===== config.mk =====
export PLATFORM = sky130hd
export DESIGN_NAME = sseg_scan_driver
export DESIGN_NICKNAME = d
export VERILOG_FILES = /design/src/rtl/sseg_pkg.sv /design/src/rtl/hex_to_sseg.sv /design/src/rtl/sseg_scan_driver.sv
export SDC_FILE = /design/constraint.sdc
export NUM_CORES = 1
export LEC_CHECK = 0
export ABC_AREA = 1
export BUFFER_PORTS_ARGS = -buffer_cell sky130_fd_sc_hd__buf_2
export CAP_MARGIN = 20
export CORE_UTILIZATION = 56
export DETAILED_ROUTE_END_ITERATION = 16
export PLACE_DENSITY = 0.9
export SYNTH_ARGS = -nofsm -noshare
export SYNTH_HDL_FRONTEND = slang
export SYNTH_SLANG_ARGS = --single-unit

===== constraint.sdc =====
create_clock -name clk -period 3.8 [get_ports clk]
set_input_delay 0.76 -clock clk [delete_from_list [all_inputs] [get_ports clk]]
set_output_delay 0.76 -clock clk [all_outputs]
set_load 0.01 [all_outputs]

===== src/rtl/sseg_pkg.sv =====
// Shared constants for the seven-segment scan driver: glyph table, slice geometry
// and the all-dark segment pattern (segments a..g, active-low, a is bit 0).
package sseg_pkg;

    localparam int SLICE_BITS = 4;
    localparam logic [SLICE_BITS-1:0] GUARD_SLICE = 4'd0;
    localparam logic [0:6] SEG_OFF = 7'b1111111;

    localparam logic [0:6] GLYPHS [16] = '{
        7'b0000001, 7'b1001111, 7'b0010010, 7'b0000110,
        7'b1001100, 7'b0100100, 7'b0100000, 7'b0001111,
        7'b0000000, 7'b0000100, 7'b0001000, 7'b1100000,
        7'b0110001, 7'b1000010, 7'b0110000, 7'b0111000
    };

endpackage


===== src/rtl/hex_to_sseg.sv =====
// Combinational hex nibble to active-low seven-segment glyph decoder.
module hex_to_sseg
    import sseg_pkg::*;
(
    input  logic [3:0] hex,
    output logic [0:6] seg
);

    always_comb begin
        seg = GLYPHS[hex];
    end

endmodule


===== src/rtl/sseg_scan_driver.sv =====
// Multiplexed seven-segment scanner with PWM dimming, guard slice, blinking and
// frame-synchronous shadowing of the display inputs.
module sseg_scan_driver
    import sseg_pkg::*;
#(
    parameter int NUM_DIGITS = 8,
    parameter int DIV_LOG2   = 16,
    parameter int BLINK_LOG2 = 5
) (
    input  logic                    clk,
    input  logic                    rst,
    input  logic [4*NUM_DIGITS-1:0] digits,
    input  logic [NUM_DIGITS-1:0]   dp_in,
    input  logic [NUM_DIGITS-1:0]   blank_mask,
    input  logic [NUM_DIGITS-1:0]   blink_mask,
    input  logic [3:0]              brightness,
    output logic [0:6]              sseg,
    output logic                    dp,
    output logic [NUM_DIGITS-1:0]   an,
    output logic                    frame_tick
);

    localparam int IDXW = (NUM_DIGITS > 1) ? $clog2(NUM_DIGITS) : 1;
    localparam logic [IDXW-1:0] LAST_IDX = IDXW'(NUM_DIGITS - 1);

    logic [1:0]            rst_sync;
    logic                  rst_n_int;
    logic [DIV_LOG2-1:0]   pcnt;
    logic [IDXW-1:0]       idx;
    logic [BLINK_LOG2-1:0] bcnt;
    logic                  blink_off;
    logic                  first;
    logic [3:0]            sh_digit [NUM_DIGITS];
    logic [NUM_DIGITS-1:0] sh_dp;
    logic [NUM_DIGITS-1:0] sh_blank;
    logic [NUM_DIGITS-1:0] sh_blink;
    logic                  slot_end;
    logic                  wrap;
    logic                  capture;
    logic [SLICE_BITS-1:0] slice;
    logic                  visible;
    logic [0:6]            glyph;
    logic [NUM_DIGITS-1:0] an_next;

    // Reset asserts immediately but releases only after two clean clock edges.
    always_ff @(posedge clk or negedge rst) begin
        if (!rst) begin
            rst_sync <= 2'b00;
        end else begin
            rst_sync <= {rst_sync[0], 1'b1};
        end
    end

    assign rst_n_int = rst_sync[1];
    assign slot_end  = &pcnt;
    assign wrap      = slot_end && (idx == LAST_IDX);
    assign capture   = wrap || first;
    assign slice     = pcnt[DIV_LOG2-1 -: SLICE_BITS];

    always_ff @(posedge clk or negedge rst_n_int) begin
        if (!rst_n_int) begin
            pcnt      <= '0;
            idx       <= '0;
            bcnt      <= '0;
            blink_off <= 1'b0;
            first     <= 1'b1;
        end else begin
            pcnt  <= pcnt + DIV_LOG2'(1);
            first <= 1'b0;
            if (slot_end) begin
                idx <= wrap ? '0 : idx + IDXW'(1);
            end
            if (wrap) begin
                bcnt <= bcnt + BLINK_LOG2'(1);
                if (&bcnt) begin
                    blink_off <= ~blink_off;
                end
            end
        end
    end

    // Shadows only change at a frame boundary so a frame is never torn.
    always_ff @(posedge clk or negedge rst_n_int) begin
        if (!rst_n_int) begin
            for (int k = 0; k < NUM_DIGITS; k++) begin
                sh_digit[k] <= '0;
            end
            sh_dp    <= '0;
            sh_blank <= '0;
            sh_blink <= '0;
        end else if (capture) begin
            for (int k = 0; k < NUM_DIGITS; k++) begin
                sh_digit[k] <= digits[4*k +: 4];
            end
            sh_dp    <= dp_in;
            sh_blank <= blank_mask;
            sh_blink <= blink_mask;
        end
    end

    hex_to_sseg u_decode (
        .hex (sh_digit[idx]),
        .seg (glyph)
    );

    assign visible = (slice != GUARD_SLICE) && (slice <= brightness) &&
                     !sh_blank[idx] && !(sh_blink[idx] && blink_off);

    always_comb begin
        an_next = '1;
        if (visible) begin
            an_next[idx] = 1'b0;
        end
    end

    always_ff @(posedge clk or negedge rst_n_int) begin
        if (!rst_n_int) begin
            an         <= '1;
            sseg       <= SEG_OFF;
            dp         <= 1'b1;
            frame_tick <= 1'b0;
        end else begin
            an         <= an_next;
            sseg       <= glyph;
            dp         <= ~sh_dp[idx];
            frame_tick <= wrap;
        end
    end

endmodule


* Yosys cells after proc, flatten, opt, wreduce, memory -nomap -nowiden *
Memories as Yosys holds them, arrays and structs flattened. A register that Yosys moved wholly into a read port is not among the register bits.
Index checks and enable logic that the tools add are counted.

operators by class
  $lt $le $gt $ge = 4
  equal/unequal tests = 1
  reductions and logical operators = 13
  bitwise operators = 5
  mux-type cells = 13
  add/sub/neg operators = 3

operators with widths
  operator                 count
  $add A16 B1 Y16 const B  1
  $reduce_and A16 Y1       1
  $bmux W4 S3              1
  $bmux W1 S3              3
  $mux W4                  2
  $mux W8                  1
  $not A8 Y8               1
  $logic_and A1 B1 Y1      6
  $reduce_and A6 Y1        1
  $add A5 B1 Y5 const B    1
  $not A4 Y5               1
  $ge A4 B4 Y1 const B     1
  $le A4 B4 Y1             1
  $lt A3 B4 Y1 const B     1
  $mux W1                  4
  $not A3 Y4               1
  $reduce_bool A4 Y1       1
  $add A3 B1 Y3 const B    1
  $demux W1 S3             1
  $eq A3 B3 Y1 const B     1
  $ge A3 B1 Y1 const B     1
  $logic_not A1 Y1         3
  $mux W3                  1
  $not A1 Y1               2
  $logic_or A1 B1 Y1       1

word-level totals
  register bits after elaboration = 94
  memory bits (read-only) = 112
  logic and storage cells = 60
  memories kept = 1
  bits of input ports = 62
  output and inout port bits = 17

memories
  name              depth  bits a word  read ports  clocked after memory_dff  wr ports  line               text
  (name not given)  16     7            1           1                         0         hex_to_sseg.sv:10  seg = GLYPHS[hex];

* Depth between registers and ports, before layout *
Gate-level depths: netlist of the first run.

  depth after elaboration = 6
  depth in mapped cells = 16

* Cells and area by module *
From an unflattened synthesis of the first run, not the netlist that was laid out.

second synthesis, totals
  cells, all modules = 557
  area, all modules = 4787.1 um^2

by module, submodules not included
  module            instances  cells an instance  area each (um^2)  seq. area each (um^2)
  sseg_scan_driver  1          508                4513.1            2548.7
  hex_to_sseg       1          49                 274.0             0.0

* Worst setup path after synthesis of the first run *
Ideal clock, no wire load.

  kind = input-to-reg
  from = input brightness[3]
  to = register an[0]
  data required time = 3707 ps
  path buffers = 0
  setup time = 93 ps
  cell stages on the path = 8
  arrival = 1785 ps
  setup slack = 1923 ps
  cell sequence = inv_1 -> ha_1 -> a21oi_1 -> o21ai_0 -> o21ai_0 -> nand2_1 -> nor2_1 -> nand3b_1

on the way
  cells in the longest elaborated chain, start to end = 5

ends and longest elaborated chain
  item                               line                     text
  start: declaration                 sseg_scan_driver.sv:16   input logic [3:0] brightness,
  $le A4 B4 Y1                       sseg_scan_driver.sv:106  assign visible = (slice != GUARD_SLICE) && (slice <= brightness) &&
  $logic_and A1 B1 Y1 (2 in series)  sseg_scan_driver.sv:106
  $logic_and A1 B1 Y1                sseg_scan_driver.sv:107  !sh_blank[idx] && !(sh_blink[idx] && blink_off);
  $mux W8                            sseg_scan_driver.sv:111  if (visible) begin
  named net an_next[0]               sseg_scan_driver.sv:43   logic [NUM_DIGITS-1:0] an_next;
  end signal: assignment             sseg_scan_driver.sv:123  an <= an_next;
  end: declaration                   sseg_scan_driver.sv:19   output logic [NUM_DIGITS-1:0] an,

The timed path passes the listed nets, and every way through them passes these cells.
A chain may end at the register's enable or synchronous reset.

* Worst setup path in the final report of the first run *
  from = register idx[1]
  to = register sh_blank[4]

on the way
  cells in the longest elaborated chain, start to end = 3

ends and longest elaborated chain
  item                      line                    text
  start: declaration        sseg_scan_driver.sv:29  logic [IDXW-1:0] idx;
  start signal: assignment  sseg_scan_driver.sv:71  idx <= wrap ? '0 : idx + IDXW'(1);
  $eq A3 B3 Y1              sseg_scan_driver.sv:56  assign wrap = slot_end && (idx == LAST_IDX);
  $logic_and A1 B1 Y1       sseg_scan_driver.sv:56
  $logic_or A1 B1 Y1        sseg_scan_driver.sv:57  assign capture = wrap || first;
  end signal: assignment    sseg_scan_driver.sv:96  sh_blank <= blank_mask;
  end: declaration          sseg_scan_driver.sv:35  logic [NUM_DIGITS-1:0] sh_blank;

Every way passes these cells.

==> impl_metrics.py, run 1 <==
metrics = {
    "setup_path": {
        "worst_path_max_delay_cell": "dfrtp_1",
        "crit_start": "idx[1]",
        "path_depth": 6,
        "cp.required_ns": 4.04,
        "setup.worst_path.start_class": "register",
        "r2r_cells": 6,
        "cp_cell_sequence": "ha_1 > ha_1 > nand4_4 > nand2_2 > buf_4 > o21ai_0",
        "cp.arrival_ns": 2.63,
        "crit_top_cell": "ha_1",
        "crit_family": "flip-flops",
        "path_max_fanout": 42,
        "crit_type": "reg -> reg",
        "slowest_delay_ns": 0.70,
        "endpoint": "sh_blank[4]",
        "critPathCaptureType": "register",
        "path_buf_inv": 1,
        "reg2reg_slack_ns": 1.41,
        "r2r_start": "idx[1]",
        "r2r_end": "sh_blank[4]",
    },
    "clocking": {
        "cts.repair.resized": 0,
        "cts_sinks": 101,
        "tritoncts": "built",
        "holdBufCountCts": 0,
        "postCtsSetupBuffers": 0,
        "clockBufferDepth": 2,
        "cts_made_buffers": 9,
        "htreeDepth": 3,
        "clock_insertion_delay_worst_skew_ns": 0.37,
        "cts-root-buf": "clkbuf_8",
        "clkTransAtPathRegs_ns": 0.09,
    },
    "drt": {
        "drt_first_pass_iters": 5,
        "wirelength_mm": 10.5,
        "wl_per_cell_um": 13.7,
        "final_antenna_net_count": 0,
        "drt-initial-drc-count": 354,
        "drt_drc_violations_left": 0,
        "viasPerCell": 5.33,
        "dr_total_vias": 4079,
    },
    "sta": {
        "whs_ns": 0.156,
        "setup_viol": 0,
        "setup-tns-final_ns": 0,
        "worst_slew_pin_slew_ns": 0.803,
        "finClkSkew_ns": 0.00841,
        "maxSlewViolCount": 0,
        "hold_viol": 0,
        "max-slew-margin-rel": 0.464,
        "clock.fmax_mhz": 418,
        "finalCritPeriodShare": 0.629,
        "rsz0062_at_grt": "false",
        "min_period_ns": 2.39,
    },
    "layout": {
        "nFillCells": 690,
        "final_common_cell": "nand2_1",
        "syn_to_final_growth_pct": 13.3,
        "drive_gt1_frac": 0.191,
        "finalInstanceArea_mm2": 0.00553,
        "n_antenna_cell": 0,
        "layout.nets": 732,
        "final_cell_mix": "246 x nand2_1, 83 x dfrtp_1, 78 x buf_2",
    },
    "die": {
        "core_area_mm2": 0.00834,
        "die_area_mm2": 0.00908,
        "die_x_um": 95.3,
        "row_count": 33,
        "ios": 79,
        "die_h_um": 95.3,
        "start_util": 0.584,
    },
    "status": {
        "status": "complete, no violations",
    },
    "global_routing": {
        "gr-total-overflow": 0,
        "grt_max_degree": 85,
        "grt_pass1_wl_mm": 17.5,
        "grt_pass1_vias": 3855,
        "grt_use_total": 0.253,
        "grt_antenna_before_repair": 0,
    },
    "synth": {
        "synthesis.nets": 664,
        "syn_avg_cell_area_um2": 8.29,
        "synth.top_cell.area_share": 0.431,
        "synth_area_leader_cell": "dfrtp_1",
        "ys.warnings.count": 0,
        "synthesis.instances": 588,
        "synth_cell_types": 30,
        "syn_area_mm2": 0.00487,
        "synthTopCellsByArea": "dfrtp_1 43%, nand2_1 19%, dfstp_2 9.2%",
        "seq_area_frac_synth": 0.523,
        "ys_ff_latch": 101,
    },
    "place": {
        "place_congestion": 0.855,
        "place_hpwl_mm": 6.99,
        "placed_area_mm2": 0.00527,
        "port_buffers": 78,
    },
    "worst_hold_path": {
        "holdCritPathClass": "in -> async",
    },
    "power": {
        "vdd_drop_max_uv": 227,
        "leakage_nw": 2.95,
        "power.density_mw_per_mm2": 395,
    },
    "job": {
        "drv_cap": 0,
    },
}
==> flip-flops by register name, indices dropped and copies added (netlist names) <==
register / flops
sseg: 7
sh_blink: 8
sh_dp: 8
sh_digit: 32
pcnt: 16
blink_off: 1
rst_sync: 2
an: 8
dp: 1
bcnt: 5
frame_tick: 1
sh_blank: 8
first: 1
idx: 3
==> logic make-up (layout without fill, tap and decap cells) <==
group           count (synthesis)  count (layout)  share of synthesized area
xor+xnor                       17              17                     0.0305
fa+ha+maj                      14              14                     0.0359
simple gates                  356             356                      0.310
compound gates                 35              35                     0.0380
buf+inv                        63             136                     0.0608
flops                         101             101                      0.523
other cells                     2               2                    0.00154
==> layout make-up <==
class,count,area (um^2),share of cell area
clock buffers,12,155,0.0281
multi-input cells,424,2030,0.367
well taps,105,131,0.0238
inverters,37,139,0.0251
repair buffers,83,448,0.0811
flip-flops and latches,101,2550,0.462
clock inverters,4,70.1,0.0127
==> worst min-delay path by stage <==
stage	endpoint	slack, ns	depth (start not counted)	from
6_report	rst_sync[1]	0.16	1	rst
5_1_grt	rst_sync[0]	0.15	1	rst
4_1_cts	rst_sync[1]	0.15	1	rst
3_5_place_dp	rst_sync[1]	0.34	0	rst_sync[0]
3_3_place_gp	rst_sync[1]	0.34	0	rst_sync[0]
2_1_floorplan	rst_sync[1]	0.33	0	rst_sync[0]
==> worst reg2reg max path, delay by kind of cell, from the launching register on <==
family                   cells  cell delay [ns]
AO/OA/AOI/OAI                1             0.15
buffers and inverters        1             0.44
adder cells (fa/ha/maj)      2             0.49
flip-flops                   1             0.70
AND/OR/NAND/NOR              2             0.49
==> per-stage QoR <==
stage	power, mW	setup slack [ns]	std cells	util
6_report	2.18	1.41	766	0.662
5_1_grt	2.28	1.18	766	0.662
4_1_cts	2.19	1.42	765	0.659
3_5_place_dp	1.43	1.43	749	0.632
3_3_place_gp	1.42	1.59	749	0.632
2_1_floorplan	1.35	0.808	588	-
==> routing by layer <==
layer  up-vias  share of wire  routed length (um)  track usage
met1      1906           0.44                4620        0.356
met4         0          0.015                 155       0.0972
li1       1989              -                   -            -
met5         -              0                   0            0
met3        20          0.068                 712       0.0391
met2       164           0.48                5040        0.395
==> cell usage after synthesis <==
cell type  instances
nand2_1          246
dfrtp_1           84
nand3_1           69
inv_1             34
o21ai_0           25
nor2_1            21
dfstp_2           17
ha_1              14
xor2_1            14
buf_2             11
nand3b_1          10
o22ai_1            6
buf_6              5
buf_1              4
a21oi_1            3
clkbuf_1           3
nand2_2            3
xnor2_1            3
buf_4              2
conb_1             2
inv_2              2
nor2_2             2
clkbuf_2           1
clkinv_1           1
nand4_1            1
nand4_4            1
nor3_1             1
nor3_2             1
nor3_4             1
o211ai_1           1
==> where the power goes <==
group / internal, mW / switching [mW] / total [mW]
Clock: 0.405 / 0.361 / 0.766
Combinational: 0.0905 / 0.144 / 0.234
Sequential: 1.15 / 0.0333 / 1.18
Power figures use the tool's default switching activity.
==> inputs of run 2 (changes only) <==
clock period = 2.4 ns   (was 3.8 ns; I/O delays follow)
==> run 2 against run 1 <==
Sequential power grew 59%. Register-to-register slack lost 1.0 ns. Setup slack lost 1.0 ns. Final area shrank 0.16%. Clock power grew 37%. Non-clock buffer count grew 4. Die area is the same. Global-route usage shrank 1.1 points. First-iteration DRC count shrank 32%. Sequential share of layout area grew 0.073 points. Critical path type unchanged. Critical endpoint is now sseg[3].
==> impl_metrics.py, run 2 (synthesis results as in run 1) <==
metrics = {
    "clocking": {
        "cts_made_buffers": 9,
        "clkTransAtPathRegs_ns": 0.09,
        "htreeDepth": 3,
        "clock_insertion_delay_worst_skew_ns": 0.36,
        "cts-root-buf": "clkbuf_8",
        "tritoncts": "built",
        "clockBufferDepth": 2,
        "cts_sinks": 101,
    },
    "power": {
        "leakage_nw": 2.94,
        "vdd_drop_max_uv": 289,
        "power.density_mw_per_mm2": 595,
    },
    "setup_path": {
        "crit_top_cell": "nand2_1",
        "slowest_delay_ns": 0.39,
        "path_buf_inv": 3,
        "cp.arrival_ns": 2.33,
        "setup.worst_path.start_class": "register",
        "crit_family": "simple AND/OR/NAND/NOR gates",
        "critPathCaptureType": "register",
        "worst_path_max_delay_cell": "dfrtp_1",
        "path_max_fanout": 16,
        "cp.required_ns": 2.71,
        "cp_cell_sequence": "inv_1 > nand2_1 > nand2_1 > nand2_1 > nand2_1 > inv_1 > ha_1 > inv_1 > nand2_1 > nand2_1 > nand2_1 > nand2_1",
        "crit_type": "reg -> reg",
    },
    "layout": {
        "regArea_mm2": 0.00255,
        "syn_to_final_growth_pct": 13.2,
        "n_antenna_cell": 0,
        "layout.nets": 736,
        "largestRegisters": "sh_digit: 32 flops, pcnt: 16 flops",
        "nFillCells": 687,
        "final_cell_mix": "246 x nand2_1, 83 x dfrtp_1, 78 x buf_2",
        "final_common_cell": "nand2_1",
        "drive_gt1_frac": 0.194,
        "largest_reg_flops": 32,
        "top_register": "sh_digit",
        "multi_input_area_mm2": 0.00203,
        "fin_cells": 770,
    },
    "status": {
        "status": "complete, no violations",
    },
    "drt": {
        "drt_drc_violations_left": 0,
        "wl_per_cell_um": 12.8,
        "viasPerCell": 5.26,
        "drt-initial-drc-count": 239,
        "wirelength_mm": 9.86,
        "final_antenna_net_count": 0,
        "drt_first_pass_iters": 5,
        "dr_total_vias": 4051,
    },
    "worst_hold_path": {
        "holdCritPathClass": "reg -> async",
    },
    "global_routing": {
        "met2_usage": 0.362,
        "grt_pass1_vias": 3715,
        "use_met1": 0.351,
        "grt_antenna_before_repair": 0,
        "gr-total-overflow": 0,
        "grt_use_total": 0.242,
        "grt_max_degree": 66,
        "top_usage_layer": "met2",
        "grt_pass1_wl_mm": 16.8,
        "met3_usage": 0.0455,
    },
    "die": {
        "start_util": 0.584,
        "die_x_um": 95.3,
        "ios": 79,
        "core_area_mm2": 0.00834,
        "row_count": 33,
        "die_area_mm2": 0.00908,
        "die_h_um": 95.3,
    },
    "sta": {
        "setup-tns-final_ns": 0,
        "finClkSkew_ns": 0.00928,
        "setup_viol": 0,
        "rsz0062_at_grt": "false",
        "min_period_ns": 2.02,
        "maxSlewViolCount": 0,
        "clock.fmax_mhz": 496,
        "finalCritPeriodShare": 0.841,
        "worst_slew_pin_slew_ns": 0.752,
        "hold_viol": 0,
        "max-slew-margin-rel": 0.498,
    },
    "place": {
        "place_hpwl_mm": 7.05,
        "dp.cells": 753,
        "port_buffers": 78,
        "place_congestion": 0.934,
    },
    "job": {
        "drv_cap": 0,
    },
}
run 2: cell types whose count changed in the layout (fill, tap and decap cells not counted):
cell / before / now
buf_4: 4 / 7
clkbuf_8: 11 / 9
clkinvlp_4: 0 / 2
buf_12: 0 / 1
buf_16: 1 / 0
bufinv_16: 2 / 1
clkinv_4: 0 / 1
dlygate4sd3_1: 0 / 1
run 2: metrics by stage:
step	util	power, mW	area, um^2	setup slack (ns)	hold WS (ns)
3_5_place_dp	0.637	2.27	5320	0.466	0.270
3_3_place_gp	0.637	2.25	5320	0.554	0.266
6_report	0.661	3.28	5520	0.382	0.280
5_1_grt	0.661	3.45	5520	0.133	0.294
2_1_floorplan	-	2.13	4880	0.600	0.184
4_1_cts	0.661	3.31	5520	0.408	0.287
run 2: worst paths after layout:
kind                             start      endpoint  slack, ns  cells past startpoint
max in group asynchronous  rst_sync[1]       sseg[0]       1.39                      1
setup / recovery                idx[1]       sseg[3]       0.38                     12
setup reg to reg                idx[1]       sseg[3]       0.38                     12
min in group clk             digits[5]  sh_digit[25]       0.30                      3
hold / removal             rst_sync[1]   sh_blank[6]       0.28                      0
hold reg to reg            rst_sync[1]   sh_blank[6]       0.28                      0
run 2: layout make-up:
cell class | instances | area share
clock inverters | 6 | 0.0116
inverters | 37 | 0.0252
well taps | 105 | 0.0238
flip-flops and latches | 101 | 0.463
repair buffers | 87 | 0.0857
multi-input cells | 424 | 0.368
clock buffers | 10 | 0.0231
run 2: repair_timing:
item                                    4_1_cts  5_1_grt
endpoints found under the hold margin         2        0
hold buffers                                  1        0
gates resized for setup                       0        0
buffers inserted                              0        0
endpoints found under the setup margin        0        0
run 2: layer usage:
layer  vias up  part of all wire
li1       1987                 -
met1      1880              0.46
met2       163              0.45
met3        21             0.070
met4         0             0.020
met5         -                 0
run 2: power breakdown:
part / total [mW] / switching (mW) / internal, mW
registers: 1.88 / 0.0581 / 1.82
logic: 0.360 / 0.217 / 0.143
clock network: 1.05 / 0.566 / 0.480
total: 3.28 / 0.842 / 2.44
